[config.mk]
export PLATFORM = sky130hd
export DESIGN_NAME = axa_undo_stack
export DESIGN_NICKNAME = d
export VERILOG_FILES = /design/src/rtl/axa_pkg.sv /design/src/rtl/axa_undo_ram.sv /design/src/rtl/axa_undo_stack.sv
export SDC_FILE = /design/constraint.sdc
export NUM_CORES = 1
export LEC_CHECK = 0
export BUFFER_PORTS_ARGS = -buffer_cell sky130_fd_sc_hd__buf_2
export CAP_MARGIN = 10
export CORE_AREA = 5 5 220 222
export DETAILED_ROUTE_END_ITERATION = 8
export DIE_AREA = 0 0 225 227
export HOLD_SLACK_MARGIN = 0.05
export SLEW_MARGIN = 20
export SYNTH_ARGS = -nofsm -noshare
export SYNTH_HDL_FRONTEND = slang
export SYNTH_SLANG_ARGS = --single-unit
[constraint.sdc]
create_clock -name clk -period 7.2 [get_ports clk]
set_clock_uncertainty 0.1 [all_clocks]
set_input_delay 0 -clock clk [delete_from_list [all_inputs] [get_ports clk]]
set_output_delay 0 -clock clk [all_outputs]
set_load 0.05 [all_outputs]
[src/rtl/axa_pkg.sv]
`default_nettype none
// +----------------------------------------------------------------------+
// | Module : axa_pkg                                                     |
// | Brief  : Shared AXA constants: word width, undo-stack defaults and   |
// |          opcode encodings (bit 3 marks push-class opcodes).          |
// | Rev    : 1.0  initial release                                        |
// +----------------------------------------------------------------------+
package axa_pkg;

    localparam int WORD       = 16;
    localparam int UNDO_DEPTH = 16;
    localparam int UNDO_PTR_W = $clog2(UNDO_DEPTH);

    // Opcodes with bit OP_PUSH_BIT set save their destination onto the undo stack.
    localparam int OP_PUSH_BIT = 3;

    typedef enum logic [3:0] {
        OP_NOP   = 4'h0,
        OP_ADD   = 4'h1,
        OP_SUB   = 4'h2,
        OP_XOR   = 4'h3,
        OP_ROL   = 4'h4,
        OP_PUSHI = 4'h8,
        OP_PUSHR = 4'h9,
        OP_SWAPU = 4'hA
    } axa_op_e;

    function automatic logic is_push_op(input logic [3:0] op);
        return op[OP_PUSH_BIT];
    endfunction

endpackage
`default_nettype wire

[src/rtl/axa_undo_ram.sv]
`default_nettype none
// +----------------------------------------------------------------------+
// | Module : axa_undo_ram                                                |
// | Brief  : DEPTH x WIDTH undo storage, one synchronous write port and  |
// |          two registered read ports (pop with hold, peek every cycle).|
// | Rev    : 1.0  initial release                                        |
// +----------------------------------------------------------------------+
module axa_undo_ram
    import axa_pkg::*;
#(
    parameter  int WIDTH = WORD,
    parameter  int DEPTH = UNDO_DEPTH,
    localparam int PTR_W = $clog2(DEPTH)
) (
    input  logic             clk,
    input  logic             reset,
    input  logic             we,
    input  logic [PTR_W-1:0] waddr,
    input  logic [WIDTH-1:0] wdata,
    input  logic             pop_re,
    input  logic [PTR_W-1:0] pop_addr,
    output logic [WIDTH-1:0] pop_rdata,
    input  logic [PTR_W-1:0] peek_addr,
    output logic [WIDTH-1:0] peek_rdata
);

    logic [WIDTH-1:0] mem [DEPTH];
    logic [WIDTH-1:0] pop_rdata_q;
    logic [WIDTH-1:0] peek_rdata_q;

    // Storage write; contents are never reset or flushed.
    always_ff @(posedge clk) begin
        if (we) begin
            mem[waddr] <= wdata;
        end
    end

    // Read registers sample the pre-write array, so a replace-top returns the old word.
    always_ff @(posedge clk) begin
        if (reset) begin
            pop_rdata_q  <= '0;
            peek_rdata_q <= '0;
        end else begin
            if (pop_re) begin
                pop_rdata_q <= mem[pop_addr];
            end
            peek_rdata_q <= mem[peek_addr];
        end
    end

    assign pop_rdata  = pop_rdata_q;
    assign peek_rdata = peek_rdata_q;

endmodule
`default_nettype wire

[src/rtl/axa_undo_stack.sv]
`default_nettype none
// +----------------------------------------------------------------------+
// | Module : axa_undo_stack                                              |
// | Brief  : Parametrised undo stack: push, pop with 1-cycle return,     |
// |          replace-top on push+pop, relative peek, flush.              |
// |          Build option AXA_UNDO_STRICT_EN: refuse overflow and flag   |
// |          overflow/underflow on sticky err; otherwise wrap silently.  |
// | Rev    : 1.0  initial release                                        |
// +----------------------------------------------------------------------+
module axa_undo_stack
    import axa_pkg::*;
#(
    parameter  int WIDTH = WORD,
    parameter  int DEPTH = UNDO_DEPTH,
    localparam int PTR_W = $clog2(DEPTH)
) (
    input  logic             clk,
    input  logic             reset,
    input  logic             flush,
    input  logic             push,
    input  logic [WIDTH-1:0] push_data,
    input  logic             pop,
    output logic [WIDTH-1:0] pop_data,
    output logic             pop_valid,
    input  logic [PTR_W-1:0] peek_off,
    output logic [WIDTH-1:0] peek_data,
    output logic             peek_valid,
    output logic [PTR_W:0]   count,
    output logic             empty,
    output logic             full,
    output logic             err
);

    localparam logic [PTR_W-1:0] c_ONE   = 1;
    localparam logic [PTR_W:0]   c_DEPTH = DEPTH[PTR_W:0];

    logic [PTR_W-1:0] sp_q, sp_d;
    logic [PTR_W:0]   count_q, count_d;
    logic             err_q, err_d;
    logic             pop_valid_q, pop_valid_d;
    logic             peek_valid_q, peek_valid_d;

    logic             w_we;
    logic [PTR_W-1:0] w_waddr;
    logic             w_pop_re;
    logic [PTR_W-1:0] w_top;
    logic             w_has;
    logic             w_full;

    assign w_top  = sp_q - c_ONE;
    assign w_has  = (count_q != '0);
    assign w_full = (count_q == c_DEPTH);

    // Next-state for pointer, count and error plus RAM port control; flush beats push/pop.
    always_comb begin
        sp_d         = sp_q;
        count_d      = count_q;
        err_d        = err_q;
        pop_valid_d  = 1'b0;
        peek_valid_d = ({1'b0, peek_off} < count_q);
        w_we         = 1'b0;
        w_waddr      = sp_q;
        w_pop_re     = 1'b0;

        if (flush) begin
            sp_d    = '0;
            count_d = '0;
        end else if (push && pop && w_has) begin
            // Replace top: old top is returned, new word takes its slot.
            w_we        = 1'b1;
            w_waddr     = w_top;
            w_pop_re    = 1'b1;
            pop_valid_d = 1'b1;
        end else if (push) begin
`ifdef AXA_UNDO_STRICT_EN
            if (w_full) begin
                err_d = 1'b1;
            end else begin
                w_we    = 1'b1;
                sp_d    = sp_q + c_ONE;
                count_d = count_q + 1'b1;
            end
`else
            // When full the write lands on the oldest slot and count saturates.
            w_we    = 1'b1;
            sp_d    = sp_q + c_ONE;
            count_d = w_full ? count_q : count_q + 1'b1;
`endif
        end else if (pop) begin
            if (w_has) begin
                w_pop_re    = 1'b1;
                pop_valid_d = 1'b1;
                sp_d        = w_top;
                count_d     = count_q - 1'b1;
            end else begin
`ifdef AXA_UNDO_STRICT_EN
                err_d = 1'b1;
`endif
            end
        end
    end

    // State registers with synchronous reset.
    always_ff @(posedge clk) begin
        if (reset) begin
            sp_q         <= '0;
            count_q      <= '0;
            err_q        <= 1'b0;
            pop_valid_q  <= 1'b0;
            peek_valid_q <= 1'b0;
        end else begin
            sp_q         <= sp_d;
            count_q      <= count_d;
            err_q        <= err_d;
            pop_valid_q  <= pop_valid_d;
            peek_valid_q <= peek_valid_d;
        end
    end

    axa_undo_ram #(
        .WIDTH (WIDTH),
        .DEPTH (DEPTH)
    ) u_ram (
        .clk        (clk),
        .reset      (reset),
        .we         (w_we),
        .waddr      (w_waddr),
        .wdata      (push_data),
        .pop_re     (w_pop_re),
        .pop_addr   (w_top),
        .pop_rdata  (pop_data),
        .peek_addr  (w_top - peek_off),
        .peek_rdata (peek_data)
    );

    assign pop_valid  = pop_valid_q;
    assign peek_valid = peek_valid_q;
    assign count      = count_q;
    assign empty      = !w_has;
    assign full       = w_full;
    assign err        = err_q;

endmodule
`default_nettype wire

==> metrics.json <==
{
  "reg2reg_setup_slack": {"value": 2.85, "unit": "ns"},
  "worstPathArrival": {"value": 4.67, "unit": "ns"},
  "cellPowerDensity": {"value": 300, "unit": "mW/mm^2"},
  "stdcell_area": {"value": 0.0160, "unit": "mm^2"},
  "crit_path_top_delay_cell": {"value": "sky130_fd_sc_hd__dfxtp_4"},
  "final_net_count": {"value": 910},
  "final_layout_size_suffix_gt1_share": {"value": 32.7, "unit": "%"},
  "area_overhead_of_the_layout_relative_to_synthesis": {"value": 17.4, "unit": "%"},
  "grt_overflow_total": {"value": 0},
  "tightestPinTransition": {"value": 1.13, "unit": "ns"},
  "worst_path_dominant_cell_family": {"value": "adder cells"},
  "leakage": {"value": 5.33, "unit": "nW"},
  "seq_area_frac_synth": {"value": 62.6, "unit": "%"},
  "ant_nets": {"value": 0},
  "crit_fanout": {"value": 64},
  "placement_rows": {"value": 79},
  "critical_path.startpoint_type": {"value": "flip-flop"},
  "total_area_of_multi_input_combinational_cells": {"value": 0.00489, "unit": "mm^2"},
  "sequential_cell_area": {"value": 0.00855, "unit": "mm^2"},
  "clkSlewWorstSetupHoldPaths": {"value": 0.06, "unit": "ns"},
  "floorplan.initialDensity": {"value": 29.6, "unit": "%"},
  "groute.usage.overall": {"value": 14.1, "unit": "%"},
  "power.switching": {"value": 1.44, "unit": "mW"},
  "timing.final.crit_share": {"value": 60.5, "unit": "%"},
  "worst-path-stages": {"value": 8},
  "relSlewSlack": {"value": 24.6, "unit": "%"},
  "hold_path_class": {"value": "in -> reg"},
  "postSynthRegisterBits": {"value": 299},
  "fp.dieArea": {"value": 0.0511, "unit": "mm^2"},
  "final-setup-viol-count": {"value": 0},
  "drc": {"value": 0},
  "wl_per_cell": {"value": 24.0, "unit": "um"},
  "wirelength": {"value": 36100, "unit": "um"},
  "cp-startpoint": {"value": "sp_q[0]"},
  "max-vdd-ir-drop": {"value": 0.212, "unit": "mV"},
  "io_pins": {"value": 67},
  "num_vias": {"value": 7840},
  "status": {"value": "complete, no violations"},
  "fin_cells": {"value": 1503},
  "timing.critical_path.slowest_cell_delay": {"value": 0.87, "unit": "ns"},
  "netSwitchingFraction": {"value": 30.0, "unit": "%"},
  "fill_cells": {"value": 4289},
  "initial_antenna_violation_count": {"value": 0},
  "placed_instance_count": {"value": 1422},
  "critical_path.most_common_cell": {"value": "sky130_fd_sc_hd__a211oi_1"},
  "clkPwrFrac": {"value": 34.9, "unit": "%"},
  "cp_num_buf_inv": {"value": 2},
  "htreeDepth": {"value": 1},
  "timing.rr.start": {"value": "sp_q[0]"},
  "port_buffers": {"value": 65},
  "tritoncts": {"value": "built"},
  "grt_first_pass_wirelength": {"value": 53900, "unit": "um"},
  "cts_sinks": {"value": 299},
  "final.setup.tns": {"value": 0, "unit": "ns"},
  "dpl_cell_area": {"value": 0.0147, "unit": "mm^2"},
  "drt_first_pass_iters": {"value": 5},
  "pwr-share-comb": {"value": 23.0, "unit": "%"},
  "drt-initial-drc-count": {"value": 666},
  "die_x": {"value": 225, "unit": "um"},
  "finalHoldViolCount": {"value": 0},
  "clk_latency": {"value": 0.59, "unit": "ns"},
  "grt_pass1_vias": {"value": 8097},
  "number_of_nets_in_the_synthesized_netlist": {"value": 827},
  "worst_setup_path_end_kind": {"value": "flip-flop"},
  "grt_setup_unrepaired": {"value": "no"},
  "drt-vias-per-instance": {"value": 5.22},
  "synth_area_per_cell": {"value": 17.3, "unit": "um^2"},
  "ctsRootBufferMaster": {"value": "sky130_fd_sc_hd__clkbuf_16"},
  "max-clock-path-buffers": {"value": 3},
  "critical_path.endpoint": {"value": "u_ram.peek_rdata[6]"},
  "antenna_cells_inserted": {"value": 0},
  "final_max_slew_viol_count": {"value": 0},
  "die_h": {"value": 227, "unit": "um"},
  "pwr-share-seq": {"value": 42.2, "unit": "%"},
  "finalWorstPathRequiredPeriod": {"value": 4.35, "unit": "ns"},
  "grt_max_degree": {"value": 65},
  "dpl.hpwl": {"value": 20200, "unit": "um"},
  "synth-main-ff-cell": {"value": "sky130_fd_sc_hd__edfxtp_1"},
  "internal_power": {"value": 3.36, "unit": "mW"},
  "ys.warnings.count": {"value": 0},
  "max-cap-violations": {"value": 0},
  "crit_required": {"value": 7.52, "unit": "ns"},
  "globalplace.congestion": {"value": 0.743},
  "synthesis.instances": {"value": 789},
  "timing_worst_setup_path_type": {"value": "reg -> reg"},
  "finalHoldWorstSlack": {"value": 0.152, "unit": "ns"},
  "postSynth.asyncResetShare": {"value": 0, "unit": "%"},
  "crit-reg2reg-capture": {"value": "u_ram.peek_rdata[6]"},
  "number_of_flops_mapped_to_enable_cells_by_yosys": {"value": 256},
  "r2r.worst_path.cells": {"value": 8},
  "synth.lib_cells_used.distinct": {"value": 45},
  "max_freq": {"value": 0.230, "unit": "GHz"},
  "mappedNetlistArea": {"value": 0.0136, "unit": "mm^2"},
  "cell_chain_critical_path": {"value": "inv_1 -> ha_4 -> fa_4 -> buf_4 -> mux4_2 -> nor2b_1 -> a211oi_1 -> a211oi_1"},
  "cts_resized": {"value": 0},
  "numCtsBuffers": {"value": 30},
  "placeableCoreArea": {"value": 0.0462, "unit": "mm^2"}
}
## cells in the final DEF (no fill, tap or decap), drive strengths merged, types with 4 or more instances in the layout
cell type / synthesis / final
edfxtp: 256 / 256
mux4: 128 / 128
buf: 35 / 84
nand2: 68 / 68
dfxtp: 43 / 43
clkbuf: 23 / 39
a21oi: 37 / 37
a211oi: 34 / 34
nor2: 31 / 31
dlygate4sd3: 0 / 25
mux2i: 21 / 21
a211o: 16 / 16
nor2b: 16 / 16
inv: 12 / 12
nor3: 11 / 11
ha: 11 / 11
clkinv: 0 / 11
xnor2: 10 / 10
o21ai: 6 / 6
a21o: 5 / 5
bufinv: 0 / 5
nand3: 4 / 4
## cell usage after synthesis (all sizes together) (12+ instances only)
cell | n | share of area [%]
mux2i | 21 | 1.6
nor2b | 16 | 0.73
mux4 | 128 | 21
a211o | 16 | 1.0
a211oi | 34 | 1.9
nor2 | 31 | 0.91
clkbuf | 23 | 0.63
inv | 12 | 0.33
edfxtp | 256 | 56
buf | 35 | 1.5
dfxtp | 43 | 6.3
nand2 | 68 | 1.9
a21oi | 37 | 1.4
## metal layers
metal | wire, um | vias up | global-route usage [%]
met5 | 0 | - | 0
met1 | 16100 | 4131 | 20.5
met4 | 908 | 0 | 3.30
li1 | - | 3370 | -
met2 | 16700 | 280 | 22.3
met3 | 2480 | 59 | 2.63
## cell families after synthesis
logic type | count (synthesis) | synth area share (%)
DFF | 299 | 62.6
muxes | 150 | 22.9
and+or+nand+nor | 137 | 4.54
AOI/OAI and AO/OA | 107 | 5.26
buffers and inverters | 70 | 2.44
adders and majority gates | 13 | 1.30
xor gates and xnor gates | 12 | 0.944
other | 1 | 0.0275
## repair_timing
action | CTS | global route
hold buffers | 25 | 0
setup endpoints to repair | 0 | 0
hold endpoints to repair | 283 | 0
setup buffers | 0 | 0
## per-stage QoR
stage	worst slack, ns	power, mW	util, %
after detailed placement	2.80	3.16	31.9
after global placement	2.85	3.16	31.9
final	2.85	4.80	34.7
after CTS	2.77	4.85	34.7
after global routing	2.54	5.00	34.7
after floorplan	3.43	2.84	-
## state kept, by name, indices dropped and copies added (netlist names)
name and count:
sp_q 4, u_ram.pop_rdata 16, u_ram.mem 256, pop_valid 1
u_ram.peek_rdata 16, count 5, peek_valid 1
## worst min-delay path by stage
stage	from	to	cells after the start
2_1_floorplan	push_data[0]	u_ram.mem[0][0]	0
3_3_place_gp	push_data[0]	u_ram.mem[1][0]	1
3_5_place_dp	push_data[14]	u_ram.mem[15][14]	1
4_1_cts	peek_off[1]	u_ram.peek_rdata[1]	5
5_1_grt	peek_off[1]	u_ram.peek_rdata[1]	5
6_report	peek_off[1]	u_ram.peek_rdata[1]	5
## worst register-to-register path, stage by stage (launching register included)
cell and delay (ns):
sky130_fd_sc_hd__dfxtp_4 0.87, sky130_fd_sc_hd__inv_1 0.32, sky130_fd_sc_hd__ha_4 0.41, sky130_fd_sc_hd__fa_4 0.78
sky130_fd_sc_hd__buf_4 0.70, sky130_fd_sc_hd__mux4_2 0.55, sky130_fd_sc_hd__nor2b_1 0.14, sky130_fd_sc_hd__a211oi_1 0.25
sky130_fd_sc_hd__a211oi_1 0.10
## layout make-up
| cell class | instances | share of cell area [%] |
|---|---|---|
| Sequential cell | 299 | 53.4 |
| Multi-Input combinational cell | 420 | 30.5 |
| Clock buffer | 39 | 5.21 |
| Tap cell | 607 | 4.74 |
| Timing Repair Buffer | 109 | 4.48 |
| Clock inverter | 17 | 1.38 |
| Inverter | 12 | 0.281 |
## power by group through the flow
stage | Clock (mW) | Combinational (mW) | Sequential (mW)
CTS | 1.70 | 1.12 | 2.03
global route | 1.79 | 1.18 | 2.03
floorplan | 0 | 0.654 | 2.19
detailed placement | 0 | 1.10 | 2.06
global placement | 0 | 1.09 | 2.06
finish | 1.67 | 1.10 | 2.03
(Power assumes the default switching activity.)
